===== config.mk =====
export PLATFORM = sky130hd
export DESIGN_NAME = fifo_burst_arbiter_flat
export DESIGN_NICKNAME = d
export VERILOG_FILES = /design/src/rtl/fifo_burst_arbiter_pkg.sv /design/src/rtl/fifo_burst_arbiter_if.sv /design/src/rtl/fifo_burst_arbiter_rr_pick.sv /design/src/rtl/fifo_burst_arbiter.sv /design/src/flat_wrapper.sv
export SDC_FILE = /design/constraint.sdc
export NUM_CORES = 1
export LEC_CHECK = 0
export CAP_MARGIN = 20
export CORE_UTILIZATION = 30
export CTS_CLUSTER_DIAMETER = 200
export CTS_CLUSTER_SIZE = 40
export DETAILED_ROUTE_END_ITERATION = 12
export PLACE_DENSITY_LB_ADDON = 0.12
export SLEW_MARGIN = 10
export SYNTH_ARGS = -nofsm -noshare
export SYNTH_HDL_FRONTEND = slang
export SYNTH_SLANG_ARGS = --single-unit

===== constraint.sdc =====
create_clock -name clk -period 2.4 [get_ports clk]
set_clock_uncertainty 0.15 [all_clocks]
set_input_delay 0.36 -clock clk [delete_from_list [all_inputs] [get_ports clk]]
set_output_delay 0.36 -clock clk [all_outputs]
set_load 0.05 [all_outputs]

===== src/rtl/fifo_burst_arbiter_pkg.sv =====
// Shared types and header field layout for the FIFO burst arbiter family.
package fifo_arb_pkg;

  typedef enum logic [1:0] {
    IDLE   = 2'd0,
    HEADER = 2'd1,
    BURST  = 2'd2
  } arb_state_t;

  localparam int HDR_ID_LSB  = 8;
  localparam int HDR_LEN_LSB = 0;
  localparam int HDR_FIELD_W = 8;

  function automatic logic [7:0] clamp_len(input logic [31:0] cnt, input logic [31:0] cap);
    return (cnt > cap) ? cap[7:0] : cnt[7:0];
  endfunction

endpackage


===== src/rtl/fifo_burst_arbiter_if.sv =====
// Per-channel FIFO read ports plus the shared downstream stream; master is the arbiter side.
interface fifo_burst_arbiter_if #(
  parameter int Nc = 4,
  parameter int Nb = 32,
  parameter int M  = 2
);
  logic [Nc-1:0]         in_valid;
  logic [Nc-1:0]         in_ready;
  logic [Nc*Nb-1:0]      in_data;
  logic [Nc*(M+1)-1:0]   in_count;
  logic                  out_valid;
  logic                  out_ready;
  logic [Nb-1:0]         out_data;
  logic                  out_last;
  logic                  busy;
  logic [$clog2(Nc)-1:0] grant_id;

  modport master (
    input  in_valid, in_data, in_count, out_ready,
    output in_ready, out_valid, out_data, out_last, busy, grant_id
  );

  modport slave (
    output in_valid, in_data, in_count, out_ready,
    input  in_ready, out_valid, out_data, out_last, busy, grant_id
  );
endinterface


===== src/rtl/fifo_burst_arbiter_rr_pick.sv =====
// Combinational round-robin picker: first set bit of eligible at or after ptr+1, wrapping.
module rr_pick #(
  parameter int Nc = 4
) (
  input  logic [Nc-1:0]         eligible,
  input  logic [$clog2(Nc)-1:0] ptr,
  output logic                  found,
  output logic [$clog2(Nc)-1:0] idx
);
  localparam int IW = $clog2(Nc);

  logic [IW-1:0] cand;

  always_comb begin
    found = 1'b0;
    idx   = '0;
    cand  = '0;
    // k = Nc lands back on ptr itself, so the last-served channel is tried last
    for (int k = 1; k <= Nc; k++) begin
      cand = IW'((int'(ptr) + k) % Nc);
      if (!found && eligible[cand]) begin
        found = 1'b1;
        idx   = cand;
      end
    end
  end
endmodule


===== src/rtl/fifo_burst_arbiter.sv =====
// Round-robin burst arbiter over Nc FIFO read ports; header valid 1 cycle after eligibility, 1 word/cycle in burst.
// Stalls on out_ready (header and data held) or on in_valid of the granted channel; header present only with FIFO_ARB_HEADER_EN.
module fifo_burst_arbiter
  import fifo_arb_pkg::*;
#(
  parameter int Nc        = 4,
  parameter int Nb        = 32,
  parameter int M         = 2,
  parameter int BURST_MAX = 16,
  parameter int MIN_BURST = 1
) (
  input logic                  clk,
  input logic                  reset,
  fifo_burst_arbiter_if.master bus
);
  localparam int IW = $clog2(Nc);
  localparam int CW = M + 1;

  arb_state_t    state, state_nxt;
  logic [IW-1:0] ptr;
  logic [IW-1:0] grant;
  logic [7:0]    remaining;
  logic [7:0]    len_pick;
  logic [Nc-1:0] eligible;
  logic          pick_found;
  logic [IW-1:0] pick_idx;
  logic [CW-1:0] pick_cnt;
  logic          xfer;

  always_comb begin
    for (int i = 0; i < Nc; i++) begin
      eligible[i] = 32'(bus.in_count[i*CW +: CW]) >= 32'(MIN_BURST);
    end
  end

  rr_pick #(.Nc(Nc)) u_pick (
    .eligible (eligible),
    .ptr      (ptr),
    .found    (pick_found),
    .idx      (pick_idx)
  );

  assign pick_cnt = bus.in_count[int'(pick_idx)*CW +: CW];
  assign len_pick = clamp_len(32'(pick_cnt), 32'(BURST_MAX));
  assign xfer     = bus.in_valid[grant] && bus.out_ready;

  always_ff @(posedge clk) begin
    if (reset) begin
      state     <= IDLE;
      ptr       <= IW'(Nc - 1);
      grant     <= '0;
      remaining <= '0;
    end else begin
      state <= state_nxt;
      if (state == IDLE && pick_found) begin
        grant     <= pick_idx;
        ptr       <= pick_idx;
        remaining <= len_pick;
      end else if (state == BURST && xfer) begin
        remaining <= remaining - 8'd1;
      end
    end
  end

`ifdef FIFO_ARB_HEADER_EN
  // Burst length is only observable through the header word.
  logic [7:0] len;

  always_ff @(posedge clk) begin
    if (reset) begin
      len <= '0;
    end else if (state == IDLE && pick_found) begin
      len <= len_pick;
    end
  end
`endif

  always_comb begin
    state_nxt     = state;
    bus.out_valid = 1'b0;
    bus.out_data  = '0;
    bus.out_last  = 1'b0;
    bus.in_ready  = '0;
    case (state)
      IDLE: begin
        if (pick_found) begin
`ifdef FIFO_ARB_HEADER_EN
          state_nxt = HEADER;
`else
          state_nxt = BURST;
`endif
        end
      end
`ifdef FIFO_ARB_HEADER_EN
      HEADER: begin
        bus.out_valid = 1'b1;
        bus.out_data[HDR_ID_LSB +: HDR_FIELD_W]  = HDR_FIELD_W'(grant);
        bus.out_data[HDR_LEN_LSB +: HDR_FIELD_W] = len;
        if (bus.out_ready) state_nxt = BURST;
      end
`endif
      BURST: begin
        bus.out_valid       = bus.in_valid[grant];
        bus.out_data        = bus.in_data[int'(grant)*Nb +: Nb];
        bus.out_last        = (remaining == 8'd1);
        bus.in_ready[grant] = bus.out_ready;
        if (xfer && remaining == 8'd1) state_nxt = IDLE;
      end
      default: state_nxt = IDLE;
    endcase
  end

  assign bus.busy     = (state != IDLE);
  assign bus.grant_id = grant;
endmodule


===== src/flat_wrapper.sv =====
// flat-port wrapper written by rule: the top's interface ports become plain ports
module fifo_burst_arbiter_flat import fifo_arb_pkg::*;
#(
  parameter int Nc        = 4,
  parameter int Nb        = 32,
  parameter int M         = 2,
  parameter int BURST_MAX = 16,
  parameter int MIN_BURST = 1
)
  (clk, reset, bus_in_valid, bus_in_data, bus_in_count, bus_out_ready, bus_in_ready, bus_out_valid, bus_out_data, bus_out_last, bus_busy, bus_grant_id);
  fifo_burst_arbiter_if #(.Nc(Nc), .Nb(Nb), .M(M)) bus_i ();
  input logic clk;
  input logic reset;
  input wire logic [$bits(bus_i.in_valid)-1:0] bus_in_valid;
  input wire logic [$bits(bus_i.in_data)-1:0] bus_in_data;
  input wire logic [$bits(bus_i.in_count)-1:0] bus_in_count;
  input wire logic [$bits(bus_i.out_ready)-1:0] bus_out_ready;
  output wire logic [$bits(bus_i.in_ready)-1:0] bus_in_ready;
  output wire logic [$bits(bus_i.out_valid)-1:0] bus_out_valid;
  output wire logic [$bits(bus_i.out_data)-1:0] bus_out_data;
  output wire logic [$bits(bus_i.out_last)-1:0] bus_out_last;
  output wire logic [$bits(bus_i.busy)-1:0] bus_busy;
  output wire logic [$bits(bus_i.grant_id)-1:0] bus_grant_id;
  assign bus_i.in_valid = bus_in_valid;
  assign bus_i.in_data = bus_in_data;
  assign bus_i.in_count = bus_in_count;
  assign bus_i.out_ready = bus_out_ready;
  assign bus_in_ready = bus_i.in_ready;
  assign bus_out_valid = bus_i.out_valid;
  assign bus_out_data = bus_i.out_data;
  assign bus_out_last = bus_i.out_last;
  assign bus_busy = bus_i.busy;
  assign bus_grant_id = bus_i.grant_id;
  fifo_burst_arbiter #(.Nc(Nc), .Nb(Nb), .M(M), .BURST_MAX(BURST_MAX), .MIN_BURST(MIN_BURST)) u_core (.clk(clk), .reset(reset), .bus(bus_i));
endmodule

---- Word level (Yosys, flattened, before mapping) ----
Cells that the tools add are included.
cells by class
  add/sub/neg operators ................... 5
  $mul .................................... 1
  divide/modulo/power cells ............... 0
  magnitude comparators ................... 10
  eq/ne operators ......................... 4
  shift operators ......................... 2
  muxes and demuxes ....................... 29
  bitwise operators ....................... 1
  reductions and logical operators ........ 16
operators by type and width
  kind                                                                                  number
  128-bit by 8-bit variable part select with 32-bit output                              1
  32-bit two-way mux                                                                    1
  12-bit by 32-bit variable part select with 3-bit output                               1
  2-bit by 3-bit less-than comparator with 1-bit output (second input constant)         5
  3-bit by 1-bit greater-or-equal comparator with 1-bit output (second input constant)  4
  1-bit two-way mux                                                                     12
  2-bit two-way mux                                                                     6
  1-bit binary-select mux with 2-bit select                                             5
  8-bit by 1-bit equality test with 1-bit output (second input constant)                1
  1-bit logical AND                                                                     8
  8-bit by 1-bit subtractor with 8-bit output (second input constant)                   1
  3-bit two-way mux                                                                     2
  2-bit by 1-bit adder with 2-bit output (second input constant)                        2
  2-bit adder (second input constant)                                                   2
  4-bit bitwise AND                                                                     1
  2-bit by 2-bit multiplier with 4-bit output (second input constant)                   1
  4-bit two-way mux                                                                     1
  2-bit case mux with 2 select lines                                                    1
  2-bit nonzero test                                                                    2
  1-bit zero test                                                                       3
  1-bit demux with 2-bit select                                                         1
  2-bit equality test (second input constant)                                           1
  2-bit by 1-bit greater-or-equal comparator with 1-bit output (second input constant)  1
  2-bit zero test                                                                       1
  other kinds (4)                                                                       4
word-level totals
  register bits after elaboration ......... 14
  bits in latches ......................... 0
  memory bits (writable) .................. 0
  bits in read-only memories .............. 0
  input bits .............................. 147
  memories ................................ 0

---- Logic depth before layout (Yosys ltp) ----
  depth after elaboration ................. 16
  gate-level depth with buffers ........... 7

---- By module ----
From an unflattened synthesis, not the netlist that was laid out.
second synthesis, totals
  cell total of the unflattened synthesis .. 176
  area total of the unflattened synthesis .. 1819.2 µm²
modules (own cells, without submodules)
  module              instances  cells each  area an instance (µm²)
  fifo_burst_arbiter  1          162         1727.9
  rr_pick             1          14          91.3

---- Worst setup path before layout ----
OpenSTA, ideal clock, no wires.
  path kind ............................... register -> output
  from .................................... register u_core.state[1]
  to ...................................... output port bus_out_last
  arrival ................................. 2.616 ns
  data required time ...................... 1.890 ns
  path slack .............................. -0.726 ns
  stages on the path, launching flop included .. 3
  buffers on the path ..................... 1
  cell sequence ........................... dfxtp_1 -> clkbuf_1 -> nor4b_1
on the way
  cells in the longest elaborated chain, start to end .. 2
RTL lines
  element                   line                      text
  start: declaration        fifo_burst_arbiter.sv:19  arb_state_t state, state_nxt;
  start signal: assignment  fifo_burst_arbiter.sv:54  state <= state_nxt;
  2-bit equality test       fifo_burst_arbiter.sv:84  case (state)
  1-bit two-way mux         fifo_burst_arbiter.sv:84
  end: declaration          flat_wrapper.sv:21        output wire logic [$bits(bus_i.out_last)-1:0] bus_out_last;
No other way between the ends.

---- Final worst setup path ----
  from .................................... register u_core.grant[0], in the netlist u_core.bus.grant_id[0]
  to ...................................... output port bus_out_data[31]
on the way
  cells in the longest elaborated chain, start to end .. 2
RTL lines
  element                                                   line                       text
  start: declaration                                        fifo_burst_arbiter.sv:21   logic [IW-1:0] grant;
  start signal: assignment                                  fifo_burst_arbiter.sv:56   grant <= pick_idx;
  128-bit by 8-bit variable part select with 32-bit output  fifo_burst_arbiter.sv:104  bus.out_data = bus.in_data[int'(grant)*Nb +: Nb];
  32-bit two-way mux                                        fifo_burst_arbiter.sv:84
  end: declaration                                          flat_wrapper.sv:20         output wire logic [$bits(bus_i.out_data)-1:0] bus_out_data;
No other way between the ends.

==> results.yml <==
logic_synthesis:
  synth_seq_cells: 13
  synth.avg_cell_area_um2: 10.13
  synth_top_cell_by_area: "mux4_2"
  syn-num-nets: 330
  yosysUniqueCellTypes: 39
  yosysSeqAreaShare_pct: 14.19
  yosys-top-cells-area: "mux4_2 (39%), dfxtp_1 (14%), and2_1 (12%), mux2i_1 (2.7%), nor3_1 (2.7%)"
  ys_warn_count: 0
  synth_area_um2: 1834
  synth_cells: 181
  synth_top_area_share_pct: 39.29
drt:
  vias_per_cell: 4.951
  route.detailed.drc: 0
  final_antenna_net_count: 0
  drt-total-wl_mm: 7.538
  wl_per_cell_um: 16.83
  drt_iter0_drc: 71
  via_count: 2218
  drtPass1Iterations: 4
layout:
  final_common_cell: "clkdlybuf4s50_1"
  multiInputGateArea_um2: 1516
  nFillCells: 486
  syn2layout_area_growth_pct: 114.5
  most-common-layout-cells: "clkdlybuf4s50_1 (146), buf_4 (46), and2_1 (35), mux4_2 (32), nor2_1 (12)"
  diodes: 0
  drive_above_1_share_pct: 27.35
  final_nets: 523
  fin_util_pct: 66.46
  seqCellArea_um2: 265.3
timing:
  finalHoldViolCount: 0
  fin_crit_sh_pct: 94.49
  fmax_mhz: 440.9
  slew_viol_final: 0
  period_minus_slack_ns: 2.268
  tightest_slew_ns: 0.4251
  slew_headroom_pct: 71.42
  setup_viol: 0
  fin_tns_setup_ns: 0
  setup_ws_ns: 0.1322
  whs_ns: 0.3474
clock_network:
  tritoncts: "built"
  insertion_delay_ns: 0.24
  cts_hold_buf: 0
  numCtsBuffers: 3
  clk_pin_slew_ns: 0.06
  cts_num_sinks: 13
  clockBufferDepth: 2
  root_buffer: "clkbuf_8"
  cts.htree.levels: 1
global_routing:
  grt_max_degree: 27
  grt_antenna_before_repair: 0
  grt_overflow: 0
  grt_pass1_wl_mm: 11.63
  grt_pass1_vias: 2309
  track_usage_pct: 23.57
pwr:
  cellLeakagePower_nw: 1.491
  irDropWorstVdd_uv: 362.7
  fin_total_pwr_mw: 1.415
  p_per_area_nw_per_um2: 359.7
die:
  coreArea_um2: 5921
  floorplan.initialDensity_pct: 30.98
  die_y_um: 80.20
  row_count: 28
  die_w_um: 80.20
  boundaryPins: 188
  die_area_um2: 6431
placement:
  gp_congestion: 0.8103
  io_buffers: 187
  dp_hpwl_mm: 6.539
  post-place-ws_ns: -0.08571
worst_setup_path:
  end_kind: "output pin"
  required_ns: 1.89
  crit_arrival_ns: 1.76
  cp_max_fo: 15
  path_class: "register to output pin"
  startpoint_type: "register"
  reg2reg_depth: 5
worst_hold_path:
  hold_path.class: "register to register"
  hold_path_depth: 2
status:
  status: "completed"
run:
  max_cap_viol_count: 0
## per-layer routing
layer / global-route usage (%) / routed length (um)
met5: 0 / 0
met2: 45.81 / 4031
met4: 4.286 / 123
met3: 4.318 / 545
met1: 26.60 / 2838
## cells by family after synthesis
group | after synthesis | share of synthesized area [%]
buffers and inverters | 18 | 4.297
muxes | 38 | 43.45
adders and majority gates | 2 | 1.364
AOI/OAI and AO/OA | 21 | 7.504
DFF | 13 | 14.19
xor gates and xnor gates | 5 | 2.387
and+or+nand+nor | 84 | 26.81
## report_power, final
part / internal, mW / total, mW / switching [mW]
clock network: 0.114 / 0.192 / 0.0775
registers: 0.233 / 0.259 / 0.0259
logic: 0.522 / 0.964 / 0.442
total: 0.870 / 1.42 / 0.545
## worst paths after layout
kind | start | to | slack, ns
worst max-delay path | u_core.bus.grant_id[0]$_SDFFE_PP0P_ | bus_out_data[31] | 0.13
worst min-delay path | u_core.remaining[7]$_SDFFE_PP0P_ | u_core.remaining[7]$_SDFFE_PP0P_ | 0.35
worst max register to register | u_core.bus.grant_id[0]$_SDFFE_PP0P_ | u_core.remaining[7]$_SDFFE_PP0P_ | 0.33
worst min register to register | u_core.remaining[7]$_SDFFE_PP0P_ | u_core.remaining[7]$_SDFFE_PP0P_ | 0.35
## Yosys cell counts, drive strengths merged
| cell type | n |
|---|---|
| nor4b | 1 |
| a211o | 1 |
| o21ai | 6 |
| o211ai | 1 |
| a21boi | 2 |
| or4 | 2 |
| mux2i | 5 |
| nand4 | 1 |
| nand2 | 6 |
| mux4 | 33 |
| nand3 | 2 |
| nor3b | 1 |
| inv | 4 |
| o21bai | 1 |
| nor3 | 11 |
| and2 | 35 |
| a221oi | 2 |
| xor2 | 1 |
| buf | 6 |
| nor2 | 12 |
| ha | 2 |
| nor4 | 2 |
| clkbuf | 8 |
| a21oi | 4 |
| dfxtp | 13 |
| a31o | 1 |
| a211oi | 1 |
| nand2b | 4 |
| xnor2 | 4 |
| o31ai | 1 |
| a21o | 1 |
| or3 | 3 |
| nor2b | 4 |
## state kept, by name, indices dropped and copies added, names as in the netlist
signal,flops
u_core.bus.grant_id,2
u_core.ptr,2
u_core.remaining,8
u_core.state,1
## final cells by class
| cell class | instances | area share (%) |
|---|---|---|
| Clock buffer | 3 | 1.049 |
| Clock inverter | 1 | 0.1272 |
| Inverter | 4 | 0.3816 |
| Multi-Input combinational cell | 150 | 38.54 |
| Sequential cell | 13 | 6.741 |
| Tap cell | 75 | 2.385 |
| Timing Repair Buffer | 202 | 50.78 |
## timing repair
action / in CTS / in global routing
gates resized for setup: 0 / 3
setup buffers: 0 / 0
endpoints found under the hold margin: 0 / 0
setup endpoints to repair: 0 / 12
## through the flow
stage                     cells  instance area (um^2)
final                       448                  3935
after global placement      444                  3877
after floorplan             181                  1854
after CTS                   448                  3924
after detailed placement    444                  3877
after global routing        448                  3935
## worst max-delay path: stages, from the launching register on
cell     delay [ns]
dfxtp_4        0.42
buf_12         0.19
mux4_1         0.54
and2_1         0.17
buf_4          0.19
Note: power is estimated with default switching activity, not from simulation.
==> RTL change 1, RTL diff (same settings) <==
`Nc` is set to 4 in 4 places; all go to 16.
--- a/src/rtl/fifo_burst_arbiter_if.sv
+++ b/src/rtl/fifo_burst_arbiter_if.sv
@@ -1,5 +1,5 @@
 // Per-channel FIFO read ports plus the shared downstream stream; master is the arbiter side.
 interface fifo_burst_arbiter_if #(
-  parameter int Nc = 4,
+  parameter int Nc = 16,
   parameter int Nb = 32,
   parameter int M  = 2
--- a/src/rtl/fifo_burst_arbiter_rr_pick.sv
+++ b/src/rtl/fifo_burst_arbiter_rr_pick.sv
@@ -1,5 +1,5 @@
 // Combinational round-robin picker: first set bit of eligible at or after ptr+1, wrapping.
 module rr_pick #(
-  parameter int Nc = 4
+  parameter int Nc = 16
 ) (
   input  logic [Nc-1:0]         eligible,
--- a/src/rtl/fifo_burst_arbiter.sv
+++ b/src/rtl/fifo_burst_arbiter.sv
@@ -4,5 +4,5 @@
   import fifo_arb_pkg::*;
 #(
-  parameter int Nc        = 4,
+  parameter int Nc        = 16,
   parameter int Nb        = 32,
   parameter int M         = 2,
--- a/src/flat_wrapper.sv
+++ b/src/flat_wrapper.sv
@@ -2,5 +2,5 @@
 module fifo_burst_arbiter_flat import fifo_arb_pkg::*;
 #(
-  parameter int Nc        = 4,
+  parameter int Nc        = 16,
   parameter int Nb        = 32,
   parameter int M         = 2,
Ports: changed (5 resized); port bits go from 188 to 634. No check against the original RTL was run, so the function may have changed too.
==> RTL change 1 against the original RTL <==
  * The run now fails in I/O pin placement (3_2_place_iop)
  * Synthesized area rose to 4.6 times the old value
==> RTL change 1: results (changes against the original RTL) <==
- Sequential fraction of the synthesis area: 4.05% (-10 points)
- Outcome: aborted with a tool error
- Halt Stage: I/O pin placement (3_2_place_iop)
- Most common library cells after synthesis: mux4_2 (191), nor2_1 (63), clkbuf_1 (44)
- Asr flop ratio synth: 0% (unchanged)
- Main area contributors after synthesis: mux4_2 (51%), mux2i_1 (5.1%), dfxtp_1 (4.0%), nor2_1 (2.8%), and2_1 (2.8%)
- Synth Flop Type: dfxtp_1
- Run Error: [ERROR PPL-0024] Number of IO pins (634) exceeds maximum number of available positions (606). Increase the die perimeter from 677.74um to 862.24um.
- Register bit total from synthesis: 17 (+4)
- Avg Inst Size Synth: 10.7 µm² (+5.6%)
- Synth unique cells: 81 (+110%)
- Cell Area, Synth: 8410 µm² (+360%)
- Yosys warns: 0 (unchanged)
- Post-synthesis net count: 1,374 (+320%)
==> RTL change 1: cell types whose count changed after synthesis, moves of 17 or more <==
| cell | change |
|---|---|
| a21oi_1 | +17 |
| clkbuf_1 | +36 |
| mux2i_1 | +38 |
| mux4_2 | +159 |
| nand2_1 | +24 |
| nor2_1 | +51 |
| nor3_1 | +24 |
| nor4_1 | +21 |
| o21ai_0 | +20 |
==> RTL change 1: cells by family after synthesis <==
kind of cell	synth area share, %
buffers and inverters	4.78
multiplexers	57.5
XOR/XNOR	2.16
AO/OA/AOI/OAI	12.9
flip-flops	4.05
adder cells (fa/ha/maj)	1.34
AND/OR/NAND/NOR	17.3
==> RTL change 2, RTL diff (config.mk and constraints unchanged) <==
Made on the original files. Encoding of `arb_state_t`: now one-hot (3 bits for 3 states).
--- a/src/rtl/fifo_burst_arbiter_pkg.sv
+++ b/src/rtl/fifo_burst_arbiter_pkg.sv
@@ -2,8 +2,8 @@
 package fifo_arb_pkg;
 
-  typedef enum logic [1:0] {
-    IDLE   = 2'd0,
-    HEADER = 2'd1,
-    BURST  = 2'd2
+  typedef enum logic [2:0] {
+    IDLE   = 3'b001,
+    HEADER = 3'b010,
+    BURST  = 3'b100
   } arb_state_t;
 
Behaviour: no difference found for any inputs over 4 cycles, from zero or initial values and one cycle with reset high; so few cycles prove little.
==> RTL change 2 against the original RTL <==
  * Final area is 8.2% higher
  * Combinational power grew 31%
  * Power rose by 28%
  * Hold slack gained 0.013 ns
  * Critical endpoint is now bus_out_last
  * Wire length is 17% higher
  * Sequential cell count grew 1
  * Register-to-register slack got worse by 0.04 ns
  * Die area grew 7.3%
  * The flow now finishes with violations (design-rule violations, negative setup slack)
  * Cell count increased by 6.5%
  * Largest power group unchanged
  * Sequential power rose by 23%
  * Synthesized area is 7.5% higher
  * Sequential share of layout area barely moved
  * Critical path depth grew 1
  * Worst setup slack got worse by 0.35 ns
==> RTL change 2: results (changes against the original RTL) <==
- CP arrival: 2.11 ns (+0.35 ns)
- Crit path max-delay cell type: or4b_4
- Non-clock buffer count: 216 (+6.9%)
- Worst slew pin tran: 0.496 ns (+0.0705 ns)
- CP peak stage delay: 0.52 ns (-0.02 ns)
- FILL cells: 513 (+5.6%)
- Grt met2 use: 41.9% (-3.9 points)
- Family with the most delay on the worst path: simple AND/OR/NAND/NOR gates
- Vias in the first global route: 2,592 (+12%)
- Share of post-route cells with drive strength above 1: 31.0% (+3.7 points)
- Final setup viols: 1 (+1)
- Post-synthesis net count: 343 (+3.9%)
- Pre-CTS WS: -0.132 ns (-0.0466 ns)
- Clock-cell share of area: 1.29% (+0.12 points)
- Final WS setup: -0.221 ns (-0.353 ns)
- Most common library cells after synthesis: and2_1 (33), mux4_2 (33), dfxtp_1 (14), nor2_1 (14)
- Placed cell area: 4150 µm² (+7.1%)
- Max VDD drop: 0.379 mV (+4.6%)
- Post-detail-place hpwl: 7410 µm (+13%)
- Failing checks: design-rule violations, negative setup slack
- Seq area share: 6.70% (-0.041 points)
- Initial DRC count: 99 (+39%)
- Drt via density: 5.21 (+5.2%)
- Wire per inst: 18.5 µm (+10%)
- Comb_multi_in: 163 (+8.7%)
- Wire length of the first global-routing pass: 14,100 µm (+21%)
- Post-route DRC violation count: 2 (+2)
- Sequential fraction of the synthesis area: 14.2% (+0.025 points)
- Outcome: complete, but fails checks
- Postcts setup bufs: 2 (+2)
RTL change 2: final timing paths:
check                                    startpoint                   to  slack [ns]  depth (start not counted)
worst min-delay path            u_core.remaining[7]  u_core.remaining[7]        0.36                          2
worst max register to register  u_core.remaining[4]      u_core.state[2]        0.29                          6
worst min register to register  u_core.remaining[7]  u_core.remaining[7]        0.36                          2
worst max-delay path            u_core.remaining[4]         bus_out_last       -0.22                          5
RTL change 2: power groups by stage:
stage / clock network, mW / logic [mW] / registers [mW]
global placement: 0 / 1.22 / 0.317
floorplan: 0 / 0.704 / 0.318
finish: 0.233 / 1.26 / 0.318
global route: 0.250 / 1.34 / 0.325
CTS: 0.236 / 1.27 / 0.316
detailed placement: 0 / 1.23 / 0.319
RTL change 2: cell families (layout without fill, tap and decap cells):
logic type	after synthesis	after routing	synth area share (%)
simple gates	88	88	26.3
mux	36	36	39.3
compound gates	31	31	12.8
buf+inv	17	223	3.55
flops	14	14	14.2
xor+xnor	6	6	2.66
fa+ha+maj	2	2	1.27
